[src/rtl/hazard_scoreboard.sv]
// Per-register issue scoreboard for the decode stage: RAW/WAW stall detection,
// bypass hints for variable-latency producers, and a saturating stall counter.
module hazard_scoreboard #(
  parameter int REG_ADDR_W = 5,
  parameter int NUM_REGS   = 32,
  parameter int LAT_W      = 3,
  parameter int CNT_W      = 32
) (
  input  logic                  clk,
  input  logic                  reset,
  input  logic                  issue_valid,
  input  logic [REG_ADDR_W-1:0] rs1,
  input  logic                  rs1_used,
  input  logic [REG_ADDR_W-1:0] rs2,
  input  logic                  rs2_used,
  input  logic [REG_ADDR_W-1:0] issue_rd,
  input  logic                  issue_rd_valid,
  input  logic [LAT_W-1:0]      issue_lat,
  input  logic                  wb_valid,
  input  logic [REG_ADDR_W-1:0] wb_rd,
  input  logic                  flush,
  output logic                  stall,
  output logic                  fwd_rs1,
  output logic                  fwd_rs2,
  output logic [CNT_W-1:0]      stall_cnt
);

  localparam logic [LAT_W-1:0]      lat_zero = {LAT_W{1'b0}};
  localparam logic [LAT_W-1:0]      lat_one  = {{(LAT_W-1){1'b0}}, 1'b1};
  localparam logic [CNT_W-1:0]      cnt_max  = {CNT_W{1'b1}};
  localparam logic [CNT_W-1:0]      cnt_one  = {{(CNT_W-1){1'b0}}, 1'b1};
  localparam logic [REG_ADDR_W-1:0] reg_zero = {REG_ADDR_W{1'b0}};

  logic [NUM_REGS-1:0] pend_r;
  logic [LAT_W-1:0]    cnt_r [NUM_REGS];
  logic [CNT_W-1:0]    stall_cnt_r;

  logic [LAT_W-1:0] lat_m1_s;
  logic [LAT_W-1:0] rs1_cnt_s;
  logic [LAT_W-1:0] rs2_cnt_s;
  logic [LAT_W-1:0] rd_cnt_s;
  logic             rs1_hit_s;
  logic             rs2_hit_s;
  logic             rd_hit_s;
  logic             raw1_stall_s;
  logic             raw2_stall_s;
  logic             waw_stall_s;
  logic             stall_s;
  logic             accept_s;
  logic             load_s;

  // Reload value for a new producer: latency 0 behaves like latency 1.
  always_comb begin
    lat_m1_s = lat_zero;
    if (issue_lat == lat_zero) begin
      lat_m1_s = lat_zero;
    end else begin
      lat_m1_s = issue_lat - lat_one;
    end
  end

  assign rs1_cnt_s = cnt_r[rs1];
  assign rs2_cnt_s = cnt_r[rs2];
  assign rd_cnt_s  = cnt_r[issue_rd];

  assign rs1_hit_s = issue_valid & rs1_used & (rs1 != reg_zero) & pend_r[rs1];
  assign rs2_hit_s = issue_valid & rs2_used & (rs2 != reg_zero) & pend_r[rs2];
  assign rd_hit_s  = issue_valid & issue_rd_valid & (issue_rd != reg_zero) & pend_r[issue_rd];

  // A pending source with zero countdown is sitting on the bypass network.
  assign raw1_stall_s = rs1_hit_s & (rs1_cnt_s != lat_zero);
  assign raw2_stall_s = rs2_hit_s & (rs2_cnt_s != lat_zero);
  assign waw_stall_s  = rd_hit_s & (rd_cnt_s != lat_zero) & (rd_cnt_s >= lat_m1_s);

  assign stall_s  = raw1_stall_s | raw2_stall_s | waw_stall_s;
  assign accept_s = issue_valid & ~stall_s & ~flush;
  assign load_s   = accept_s & issue_rd_valid & (issue_rd != reg_zero);

  assign stall     = stall_s;
  assign fwd_rs1   = rs1_hit_s & (rs1_cnt_s == lat_zero);
  assign fwd_rs2   = rs2_hit_s & (rs2_cnt_s == lat_zero);
  assign stall_cnt = stall_cnt_r;

  // Scoreboard update; priority is flush, then new issue, then writeback, then countdown.
  always_ff @(posedge clk or posedge reset) begin
    if (reset) begin
      pend_r <= {NUM_REGS{1'b0}};
      for (int i = 0; i < NUM_REGS; i++) begin
        cnt_r[i] <= lat_zero;
      end
    end else begin
      pend_r[0] <= 1'b0;
      cnt_r[0]  <= lat_zero;
      for (int i = 1; i < NUM_REGS; i++) begin
        if (flush) begin
          pend_r[i] <= 1'b0;
          cnt_r[i]  <= lat_zero;
        end else if (load_s && (issue_rd == REG_ADDR_W'(i))) begin
          pend_r[i] <= 1'b1;
          cnt_r[i]  <= lat_m1_s;
        end else if (wb_valid && (wb_rd == REG_ADDR_W'(i))) begin
          pend_r[i] <= 1'b0;
          cnt_r[i]  <= lat_zero;
        end else if (pend_r[i] && (cnt_r[i] != lat_zero)) begin
          cnt_r[i] <= cnt_r[i] - lat_one;
        end else begin
          cnt_r[i] <= cnt_r[i];
        end
      end
    end
  end

  // Saturating stall-cycle counter; flush does not touch it.
  always_ff @(posedge clk or posedge reset) begin
    if (reset) begin
      stall_cnt_r <= {CNT_W{1'b0}};
    end else if (stall_s && (stall_cnt_r != cnt_max)) begin
      stall_cnt_r <= stall_cnt_r + cnt_one;
    end else begin
      stall_cnt_r <= stall_cnt_r;
    end
  end

endmodule

[config.mk]
export PLATFORM = sky130hd
export DESIGN_NAME = hazard_scoreboard
export DESIGN_NICKNAME = d
export VERILOG_FILES = /design/src/rtl/hazard_scoreboard.sv
export SDC_FILE = /design/constraint.sdc
export NUM_CORES = 1
export LEC_CHECK = 0
export CAP_MARGIN = 15
export CORE_ASPECT_RATIO = 2
export CORE_MARGIN = 2
export CORE_UTILIZATION = 45
export CTS_CLUSTER_DIAMETER = 150
export DETAILED_ROUTE_END_ITERATION = 10
export SYNTH_ARGS = -nofsm -noshare
export SYNTH_HDL_FRONTEND = slang
export SYNTH_SLANG_ARGS = --single-unit
[constraint.sdc]
create_clock -name clk -period 7.25 [get_ports clk]
set_clock_uncertainty 0.15 [all_clocks]
set_input_delay 0.725 -clock clk [delete_from_list [all_inputs] [get_ports clk]]
set_output_delay 0.725 -clock clk [all_outputs]
set_load 0.1 [all_outputs]
**After elaboration in Yosys (flattened, before gate mapping)**

Index checks and enable logic that the tools add are counted.

- Register bits after elaboration: 156
- Input bits: 31
- Word-level logic and storage cells: 621

- Add/sub/neg operators: 33
- Order comparisons: 7
- Equal/unequal tests: 63
- Muxes and demuxes: 233
- Bitwise logic cells: 26
- Reductions and logical operators: 196

Operators by type and width:

| kind | number |
|---|---|
| 2-to-1 mux 3 bit | 131 |
| nonzero test 3 bit | 65 |
| equality test 5 bit, second input constant | 32 |
| nonzero test 4 bit | 31 |
| 2-to-1 mux 1 bit | 96 |
| subtractor 3 x 1 -> 3 bit, second input constant | 32 |
| logical AND 1 bit | 94 |
| equality test 5 x 4 -> 1 bit, second input constant | 16 |
| binary-select mux 3 bit (select 5 bit) | 3 |
| equality test 5 x 3 -> 1 bit, second input constant | 8 |
| adder 32 x 1 -> 32 bit, second input constant | 1 |
| != test 32 bit, second input constant | 1 |
| equality test 5 x 2 -> 1 bit, second input constant | 4 |
| bitwise AND 1 bit | 19 |
| >= comparator 6 bit, second input constant | 3 |
| less-than comparator 5 x 6 -> 1 bit, second input constant | 3 |
| NOT 5 -> 6 bit | 3 |
| binary-select mux 1 bit (select 5 bit) | 3 |
| nonzero test 5 bit | 3 |
| equality test 5 x 1 -> 1 bit, second input constant | 2 |
| zero test 3 bit | 3 |
| >= comparator 3 bit | 1 |
| NOT 1 bit | 2 |
| OR 1 bit | 2 |

**Logic depth before layout (Yosys ltp)**

Gate-level depths: netlist (run 1).

- Depth in word-level cells: 16
- Depth in mapped cells: 18
- Gate-level depth less buffers: 14

**Least setup slack after synthesis (run 1)**

OpenSTA, ideal clock, no wires.

- Path kind: in2out
- Start point: input port rs1[1]
- End point: output port fwd_rs1
- Arrival time: 4.107 ns
- Required time: 6.375 ns
- Slack: 2.268 ns
- Cell stages on the path: 6
- Cells stage by stage: buf_2 -> buf_2 -> mux4_2 -> a21oi_1 -> a211oi_1 -> nor3b_1

- Cells in the longest elaborated chain, start to end: 6
- Elaborated cells between the ends (all ways): 11
- Classes of those cells: 5 x mux; 4 x bitwise; 2 x reduce/logical

RTL lines:

| item | RTL line | text |
|---|---|---|
| start, declared | 12 | `input logic [REG_ADDR_W-1:0] rs1,` |
| NOT 5 -> 6 bit (implied by the code) | 62 | `assign rs1_cnt_s = cnt_r[rs1];` |
| binary-select mux 3 bit (select 5 bit) | 62 |  |
| 2-to-1 mux 3 bit (implied by the code) (2 in series) | 62 |  |
| zero test 3 bit | 80 | `assign fwd_rs1 = rs1_hit_s & (rs1_cnt_s == lat_zero);` |
| bitwise AND 1 bit * | 80 |  |
| end, declared | 23 | `output logic fwd_rs1,` |

Every way passes the cells marked *; elsewhere a longest branch is shown, timed or not. The select of a mux whose other input is x is not followed.

**Worst setup path after layout (run 1)**

- Start point: input port issue_rd[1]
- End point: output port stall

- Cells in the longest elaborated chain, start to end: 8
- Elaborated cells between the ends (all ways): 14
- Classes of those cells: 1 x order compare; 5 x mux; 6 x bitwise; 2 x reduce/logical

RTL lines:

| item | RTL line | text |
|---|---|---|
| start, declared | 16 | `input logic [REG_ADDR_W-1:0] issue_rd,` |
| parallel branches: the longest is 6 deep, another holds >= comparator 3 bit | n/a |  |
| bitwise AND 1 bit * | 73 | `assign waw_stall_s = rd_hit_s & (rd_cnt_s != lat_zero) & (rd_cnt_s >= lat_m1_s);` |
| OR 1 bit * | 75 | `assign stall_s = raw1_stall_s \| raw2_stall_s \| waw_stall_s;` |
| end, declared | 22 | `output logic stall,` |

Every way passes the cells marked *. The select of a mux whose other input is x is not followed.

==> results of run 1 <==
[layer usage]
metal | part of all wire, % | wire (um) | vias up
met4 | 8.5 | 3340 | 0
met3 | 4.8 | 1910 | 146
li1 | - | - | 4643
met5 | 0 | 0 | -
met1 | 34 | 13400 | 5035
met2 | 53 | 20800 | 391
[worst paths after layout]
| path | to | cells after the start | slack, ns |
|---|---|---|---|
| hold / removal | stall_cnt[22] | 1 | 0.34 |
| hold reg to reg | stall_cnt[22] | 1 | 0.34 |
| min in group asynchronous | stall_cnt[18] | 2 | 0.68 |
| setup reg to reg | cnt_r[24] | 14 | 2.77 |
| setup / recovery | stall | 14 | 1.14 |
| max in group asynchronous | pend_r[28] | 3 | 4.84 |
[stage by stage]
stage	utilization [%]	total power, uW
finish	51.5	2100
global route	51.5	2170
CTS	51.5	2120
detailed placement	49.2	1210
global placement	49.2	1210
floorplan	-	1110
[power by group]
part           leakage (uW)  switching, uW  internal [uW]
sequential          0.00217           14.1            881
clock              0.000277            378            530
combinational       0.00354            217           82.4
[layout make-up]
type / instances / area [um^2] / share of cell area (%)
Tap cell: 344 / 430 / 3.18
Multi-Input combinational cell: 949 / 7350 / 54.4
Clock inverter: 11 / 118 / 0.870
Clock buffer: 21 / 470 / 3.48
Inverter: 118 / 448 / 3.31
Timing Repair Buffer: 84 / 798 / 5.90
Sequential cell: 156 / 3900 / 28.9
[kinds of logic after synthesis]
family,Yosys count,synth area share (%)
mux,163,19.1
fa+ha+maj,68,7.11
simple gates,454,20.6
compound gates,203,10.1
flops,156,32.6
buf+inv,178,5.98
xor+xnor,61,4.46
[cells in the mapped netlist (3+ instances only)]
master    count
nand2_1     183
dfrtp_1     156
inv_1       115
mux2i_1     106
o21ai_0      71
nor3_1       70
a21oi_1      68
ha_1         68
mux4_2       52
nand2b_1     38
xnor2_1      37
clkbuf_1     32
nor2_1       29
xor2_1       24
nand4_1      22
nand3_1      21
a21o_1       18
nor4_1       17
buf_2        14
nor4_4       14
or3_1         9
and2_1        8
buf_1         7
nor2b_1       7
and3_1        6
buf_4         6
or2_2         6
a31oi_1       5
and4_1        5
mux2_2        5
nor4b_1       5
or4_1         5
a211oi_1      4
a221oi_1      4
a311oi_1      4
nor3b_1       4
o31ai_1       4
o211ai_1      3
[flip-flops by register name, indices dropped and copies added, names as in the netlist]
| name | flops |
|---|---|
| cnt_r | 93 |
| pend_r | 31 |
| stall_cnt | 32 |
==> flow_metrics.py, run 1 <==
metrics = {
    "layout": {
        "fin_area_um2": 13500,
        "fillCellCount": 2487,
        "mostFrequentLayoutCell": "nand2_1",
        "fin_cells": 1683,
        "areaGrowthSynthToFinish_pct": 13.0,
        "diodes": 0,
        "layout_common_cells": "nand2_1 (183), dfrtp_1 (156), inv_1 (114)",
        "final_nets": 1425,
        "drive_gt1_share_pct": 10.2,
    },
    "global_route": {
        "grtUsageMet2_pct": 52.4,
        "grt_use_met3_pct": 4.51,
        "busiest_layer": "met2",
        "antenna_found_initial": 0,
        "grt_usage_pct": 29.1,
        "grt_pass1_vias": 10500,
        "grtUsageMet1_pct": 30.1,
        "grt_pass1_wl_mm": 61.1,
        "grt_max_degree": 88,
        "overflow": 0,
    },
    "yosys": {
        "ys.warnings.count": 0,
        "syn_nets": 1382,
        "async_reset_ff_share_pct": 100,
        "yosysTopAreaCellShare_pct": 32.6,
        "postSynthAreaPerCell_um2": 9.33,
        "yosys.area.top_type": "dfrtp_1",
        "ys_seq_area_share_pct": 32.6,
        "synth_edf_count": 0,
        "synth_area_um2": 12000,
        "ys_ff_latch": 156,
        "yosysUniqueCellTypes": 62,
        "synthFlopType": "dfrtp_1",
        "syn-instance-count": 1283,
        "synth_area_leaders": "dfrtp_1 (33%), mux4_2 (9.8%), mux2i_1 (8.9%)",
    },
    "timing": {
        "timing.final.crit_share_pct": 84.2,
        "worst_slack_ns": 1.14,
        "tightestPinTransition_ns": 1.19,
        "finalMaxSlewViolations": 0,
        "finalHoldViolCount": 0,
        "fmax_mhz": 164,
        "holdWs_ns": 0.338,
        "setup_viol": 0,
        "setup_tns_ns": 0,
        "max_slew_margin_pct": 20.2,
        "rsz0062_at_grt": "false",
        "min_period_ns": 6.11,
    },
    "critical_path": {
        "reg2reg_from": "cnt_r[60]",
        "path_delay_family": "buffers and inverters",
        "crit_type": "in2out",
        "worst_ep_arrival_time_ns": 5.23,
        "startpoint_type": "input pin",
        "crit_chain": "clkdlybuf4s50_1, or2_2, o22ai_1, a221o_1, a2111oi_2, ha_1, nand2b_1, a21oi_1, nor2b_1, o2111ai_1, a311oi_1, and3b_1, inv_2, buf_12",
        "slowest_delay_ns": 0.97,
        "cp.buffers_inverters": 3,
        "worstSetupStartpoint": "issue_rd[1]",
        "endpoint_kind": "primary output",
        "cp.required_ns": 6.38,
        "slowest_stage": "clkdlybuf4s50_1",
        "critPathMaxFanout": 27,
    },
    "routing": {
        "vias_per_cell": 6.07,
        "drt_pass1_iterations": 5,
        "drtIter0Drc": 675,
        "detail-route-antenna-nets": 0,
        "drcViolationCount": 0,
        "num_vias": 10200,
        "routedWlPerCell_um": 23.4,
        "wl_mm": 39.5,
    },
    "placed_design": {
        "numPortBuffers": 65,
        "place_ws_ns": 1.25,
        "place_inst": 1651,
        "routabilityCongestion": 1.05,
        "post-dp-hpwl_mm": 30.2,
        "postPlaceCellArea_um2": 12900,
    },
    "hold_path": {
        "worstHoldStart": "stall_cnt[22]",
        "hp-class": "reg2reg",
    },
    "clock_tree": {
        "cts_tree": "yes",
        "cts.sinks": 156,
        "htreeDepth": 4,
        "cts_made_buffers": 17,
        "insertion_delay_ns": 0.46,
        "clockBufferDepth": 2,
        "root_buffer": "clkbuf_16",
        "cts_hold_buf": 0,
        "postCtsResizedCells": 0,
        "cts_setup_buffers": 0,
        "clk_pin_slew_ns": 0.06,
    },
    "floorplan": {
        "ios": 66,
        "placementRows": 84,
        "start_util_pct": 45.6,
        "fp.dieH_um": 235,
        "fp.dieW_um": 119,
        "die_area_um2": 28000,
        "coreArea_um2": 26300,
    },
    "power": {
        "p_leak_uw": 0.00598,
        "p_per_area_nw_per_um2": 156,
        "ir_worst_vdd_v": 0.000138,
    },
    "run_status": {
        "status": "completed",
    },
    "run": {
        "maxCapViolations": 0,
    },
}
No activity file was read; power rests on OpenSTA's default activity.
==> run 2, diff against run 1 <==
==> constraint.sdc (replaced) <==
create_clock -name clk -period 6.3 [get_ports clk]
set_clock_uncertainty 0.15 [all_clocks]
set_input_delay 0.63 -clock clk [delete_from_list [all_inputs] [get_ports clk]]
set_output_delay 0.63 -clock clk [all_outputs]
set_load 0.1 [all_outputs]
==> run 2 against run 1 <==
Against the previous run:
- sequential share of layout area decreased by 0.061 points
- worst hold slack improved by 0.0039 ns
- critical path depth up 1
- largest cell class unchanged
- via count grew 1.4%
==> flow_metrics.py, run 2 (synthesized netlist as in run 1, its figures left out) <==
metrics = {
    "clock_tree": {
        "htreeDepth": 4,
        "cts.sinks": 156,
        "cts_hold_buf": 0,
        "clk_pin_slew_ns": 0.06,
        "postCtsResizedCells": 0,
        "insertion_delay_ns": 0.45,
        "root_buffer": "clkbuf_16",
        "cts_tree": "yes",
        "cts_made_buffers": 17,
        "cts_setup_buffers": 0,
        "clockBufferDepth": 2,
    },
    "critical_path": {
        "reg2reg_from": "cnt_r[75]",
        "endpoint_kind": "primary output",
        "crit_type": "in2out",
        "worst_ep_arrival_time_ns": 5.39,
        "worstSetupStartpoint": "issue_rd[1]",
        "critPathMaxFanout": 27,
        "startpoint_type": "input pin",
        "cp.required_ns": 5.52,
    },
    "floorplan": {
        "placementRows": 84,
        "fp.dieH_um": 235,
        "ios": 66,
        "die_area_um2": 28000,
        "coreArea_um2": 26300,
        "start_util_pct": 45.6,
        "fp.dieW_um": 119,
    },
    "global_route": {
        "antenna_found_initial": 0,
        "overflow": 0,
        "grt_usage_pct": 29.5,
        "grt_max_degree": 57,
        "grt_pass1_vias": 10600,
        "grt_pass1_wl_mm": 61.8,
    },
    "placed_design": {
        "post-dp-hpwl_mm": 30.7,
        "place_inst": 1660,
        "routabilityCongestion": 1.05,
        "numPortBuffers": 65,
    },
    "timing": {
        "fmax_mhz": 162,
        "finalMaxSlewViolations": 0,
        "setup_viol": 0,
        "max_slew_margin_pct": 21.6,
        "finalHoldViolCount": 0,
        "tightestPinTransition_ns": 1.17,
        "min_period_ns": 6.17,
        "rsz0062_at_grt": "false",
        "timing.final.crit_share_pct": 98.0,
        "setup_tns_ns": 0,
    },
    "routing": {
        "vias_per_cell": 6.13,
        "drt_pass1_iterations": 5,
        "routedWlPerCell_um": 23.7,
        "detail-route-antenna-nets": 0,
        "drcViolationCount": 0,
        "drtIter0Drc": 711,
        "num_vias": 10400,
        "wl_mm": 40.1,
    },
    "layout": {
        "layout_common_cells": "nand2_1 (183), dfrtp_1 (156), inv_1 (114)",
        "largest_reg_flops": 93,
        "areaGrowthSynthToFinish_pct": 13.2,
        "fillCellCount": 2515,
        "regMostFlops": "cnt_r",
        "diodes": 0,
        "fin_cells": 1691,
        "mostFrequentLayoutCell": "nand2_1",
        "post-route-util_pct": 51.6,
        "drive_gt1_share_pct": 10.8,
        "final_nets": 1434,
    },
    "hold_path": {
        "hp-class": "reg2reg",
        "worstHoldStart": "stall_cnt[6]",
    },
    "run_status": {
        "status": "completed",
    },
    "power": {
        "p_leak_uw": 0.00602,
        "p_per_area_nw_per_um2": 175,
        "p_seq_share_pct": 43.4,
        "pwr-share-clk_pct": 41.7,
        "switching_share_pct": 29.6,
        "power_switching_uw": 704,
        "combPwrFrac_pct": 14.9,
        "ir_worst_vdd_v": 0.000160,
        "internal_power_uw": 1670,
    },
    "run": {
        "maxCapViolations": 0,
    },
}
==> run 2: worst paths after layout <==
path                            endpoint  slack (ns)  cells after the start
max                                stall        0.13                     15
min                         stall_cnt[6]        0.34                      1
max reg2reg                    cnt_r[35]        1.63                     13
min reg2reg                 stall_cnt[6]        0.34                      1
max in group asynchronous      cnt_r[50]        4.38                      3
min in group asynchronous  stall_cnt[17]        0.46                      2
==> run 2: power groups by stage <==
stage                     combinational [uW]  sequential [uW]  clock [uW]
after floorplan                          159             1110           0
after global placement                   352             1050           0
after detailed placement                 353             1050           0
after CTS                                354             1030        1020
after global routing                     374             1030        1060
final                                    355             1030         992
==> run 2: area by class of cell <==
cell class	count	area [um^2]	share of cell area [%]
multi-input cells	949	7350	54.3
flip-flops and latches	156	3900	28.8
repair buffers	93	861	6.35
clock buffers	21	460	3.40
inverters	118	448	3.31
well taps	344	430	3.18
clock inverters	10	93.8	0.693
==> run 2: worst max-delay path, cell delays in order <==
cell	delay [ns]
clkdlybuf4s50_1	0.86
buf_4	0.39
inv_2	0.22
o22ai_1	0.11
a221o_1	0.38
a2111oi_2	0.52
ha_1	0.19
nand2b_1	0.10
a21oi_1	0.06
nor2b_1	0.11
o2111ai_1	0.12
a311oi_1	0.33
and3b_1	0.24
inv_2	0.84
buf_12	0.27
==> run 2: per-layer routing <==
layer	GRT usage (%)	vias up	part of all wire (%)
li1	-	4679	-
met1	30.6	5048	33
met2	51.8	466	52
met3	4.17	167	5.6
met4	24.2	0	9.7
met5	0	-	0
==> run 2: through the flow <==
stage / cell area [um^2] / setup slack (ns) / power (uW) / hold WS, ns
2_1_floorplan: 12000 / 1.31 / 1270 / 0.353
3_3_place_gp: 13000 / 0.370 / 1400 / 0.323
3_5_place_dp: 13000 / 0.287 / 1400 / 0.334
4_1_cts: 13600 / 0.271 / 2410 / 0.343
5_1_grt: 13600 / 0.101 / 2460 / 0.356
6_report: 13600 / 0.128 / 2380 / 0.342
==> run 3, diff against run 2 <==
--- a/config.mk
+++ b/config.mk
@@ -5,12 +5,13 @@
 export SDC_FILE = /design/constraint.sdc
 export NUM_CORES = 1
 export LEC_CHECK = 0
-export CAP_MARGIN = 15
+export CAP_MARGIN = 20
 export CORE_ASPECT_RATIO = 2
 export CORE_MARGIN = 2
-export CORE_UTILIZATION = 45
+export CORE_UTILIZATION = 62
 export CTS_CLUSTER_DIAMETER = 150
 export DETAILED_ROUTE_END_ITERATION = 10
+export PLACE_DENSITY = 0.82
 export SYNTH_ARGS = -nofsm -noshare
 export SYNTH_HDL_FRONTEND = slang
 export SYNTH_SLANG_ARGS = --single-unit
==> run 3 against run 2 <==
Against the previous run:
- sequential power about the same
- final area down 1.3%
- critical path depth down 1
- core utilization up 19 points
- routed wire length down 2.1%
- sequential cell count unchanged
- sequential share of layout area up 0.37 points
- worst setup slack better by 0.55 ns
- worst hold slack worse by 0.014 ns
- final cell count down 5.6%
- largest power group unchanged
==> flow_metrics.py, run 3 (synthesized netlist as in run 1, its figures left out) <==
metrics = {
    "run_status": {
        "status": "completed",
    },
    "floorplan": {
        "fp.dieH_um": 200,
        "fp.dieW_um": 102,
        "ios": 66,
        "start_util_pct": 63.6,
        "placementRows": 71,
        "die_area_um2": 20500,
        "coreArea_um2": 18800,
    },
    "critical_path": {
        "startpoint_type": "input pin",
        "cp.required_ns": 5.52,
        "path_delay_family": "buffers and inverters",
        "worst_ep_arrival_time_ns": 4.84,
        "rrSetupSlack_ns": 1.90,
        "reg2reg_from": "cnt_r[72]",
        "slowest_stage": "clkdlybuf4s50_1",
        "critPathMaxFanout": 20,
        "crit_chain": "clkdlybuf4s50_1, or2_2, o22ai_1, a221o_1, a2111oi_2, ha_1, nand2b_1, a21oi_1, nor2b_1, o2111ai_1, a311oi_1, and3b_1, inv_2, buf_12",
        "crit_type": "in2out",
        "worstSetupStartpoint": "issue_rd[1]",
        "cp.buffers_inverters": 3,
        "slowest_delay_ns": 0.88,
        "endpoint_kind": "primary output",
    },
    "routing": {
        "num_vias": 10700,
        "drtIter0Drc": 823,
        "drcViolationCount": 0,
        "vias_per_cell": 6.70,
        "routedWlPerCell_um": 24.6,
        "detail-route-antenna-nets": 0,
        "drt_pass1_iterations": 5,
        "wl_mm": 39.2,
    },
    "layout": {
        "drive_gt1_share_pct": 10.3,
        "largest_reg_flops": 93,
        "diodes": 0,
        "mostFrequentLayoutCell": "nand2_1",
        "final_nets": 1427,
        "layout_common_cells": "nand2_1 (183), dfrtp_1 (156), inv_1 (114)",
        "fin_area_um2": 13400,
        "areaGrowthSynthToFinish_pct": 11.8,
        "regMostFlops": "cnt_r",
    },
    "power": {
        "power.total_uw": 2370,
        "p_leak_uw": 0.00598,
        "p_per_area_nw_per_um2": 177,
        "ir_worst_vdd_v": 0.000174,
    },
    "timing": {
        "tightestPinTransition_ns": 1.23,
        "min_period_ns": 5.62,
        "holdWs_ns": 0.328,
        "finalMaxSlewViolations": 0,
        "timing.final.crit_share_pct": 89.2,
        "fmax_mhz": 178,
        "setup_viol": 0,
        "max_slew_margin_pct": 17.7,
        "rsz0062_at_grt": "false",
        "setup_tns_ns": 0,
        "finalHoldViolCount": 0,
    },
    "global_route": {
        "overflow": 0,
        "grt_usage_pct": 40.1,
        "grt_max_degree": 103,
        "grt_pass1_wl_mm": 60.8,
        "antenna_found_initial": 0,
        "grt_pass1_vias": 10900,
    },
    "clock_tree": {
        "postCtsResizedCells": 0,
        "cts_setup_buffers": 0,
        "cts_tree": "yes",
        "clk_pin_slew_ns": 0.06,
        "cts.sinks": 156,
        "insertion_delay_ns": 0.45,
        "cts_made_buffers": 17,
        "root_buffer": "clkbuf_16",
        "cts_hold_buf": 0,
        "htreeDepth": 4,
        "clockBufferDepth": 2,
    },
    "placed_design": {
        "routabilityCongestion": 1.07,
        "post-dp-hpwl_mm": 29.3,
        "numPortBuffers": 65,
        "postPlaceCellArea_um2": 12800,
    },
    "hold_path": {
        "worstHoldStart": "stall_cnt[8]",
        "hp-class": "reg2reg",
    },
    "run": {
        "maxCapViolations": 0,
    },
}
==> run 3: routing by layer <==
metal | track usage (%) | share of wire (%) | vias to the layer above | routed length (um)
met5 | 0 | 0 | - | 0
met3 | 8.08 | 7.3 | 242 | 2860
met1 | 41.7 | 32 | 5146 | 12500
met4 | 34.0 | 10 | 0 | 4090
met2 | 66.8 | 50 | 652 | 19700
li1 | - | - | 4654 | -
==> run 3: area by class of cell <==
cell class / count / area (um^2)
Clock buffer: 21 / 450
Sequential cell: 156 / 3900
Fill cell: 1470 / 5460
Clock inverter: 11 / 95.1
Timing Repair Buffer: 86 / 808
Multi-Input combinational cell: 949 / 7350
Inverter: 118 / 448
Tap cell: 255 / 319
==> run 3: report_power, final <==
part | total, uW | switching, uW | internal [uW]
Clock | 985 | 434 | 551
Combinational | 349 | 254 | 95.1
Sequential | 1030 | 17.4 | 1010
==> run 3: worst reg2reg max path, stage by stage, from the launching register on <==
cell,delay [ns]
dfrtp_1,0.43
mux4_2,0.55
a22o_1,0.29
a2111oi_2,0.40
ha_1,0.31
nand2b_1,0.14
a21oi_1,0.13
nor2b_1,0.06
o2111ai_1,0.17
a311oi_1,0.08
and3b_1,0.28
inv_2,0.28
buf_4,0.33
nor4_4,0.44
mux2i_1,0.27
==> run 3: final timing paths <==
check / to / depth (start not counted)
min in group asynchronous: cnt_r[60] / 2
max in group asynchronous: cnt_r[12] / 3
max reg2reg: cnt_r[6] / 14
min: stall_cnt[8] / 1
max: stall / 14
min reg2reg: stall_cnt[8] / 1
==> run 3: per-stage QoR <==
| stage | util (%) | cells | setup slack, ns |
|---|---|---|---|
| floorplan | - | 1283 | 1.31 |
| global placement | 68.1 | 1563 | 0.778 |
| detailed placement | 68.1 | 1563 | 0.697 |
| CTS | 71.0 | 1595 | 0.729 |
| global route | 71.0 | 1596 | 0.486 |
| finish | 71.0 | 1596 | 0.682 |
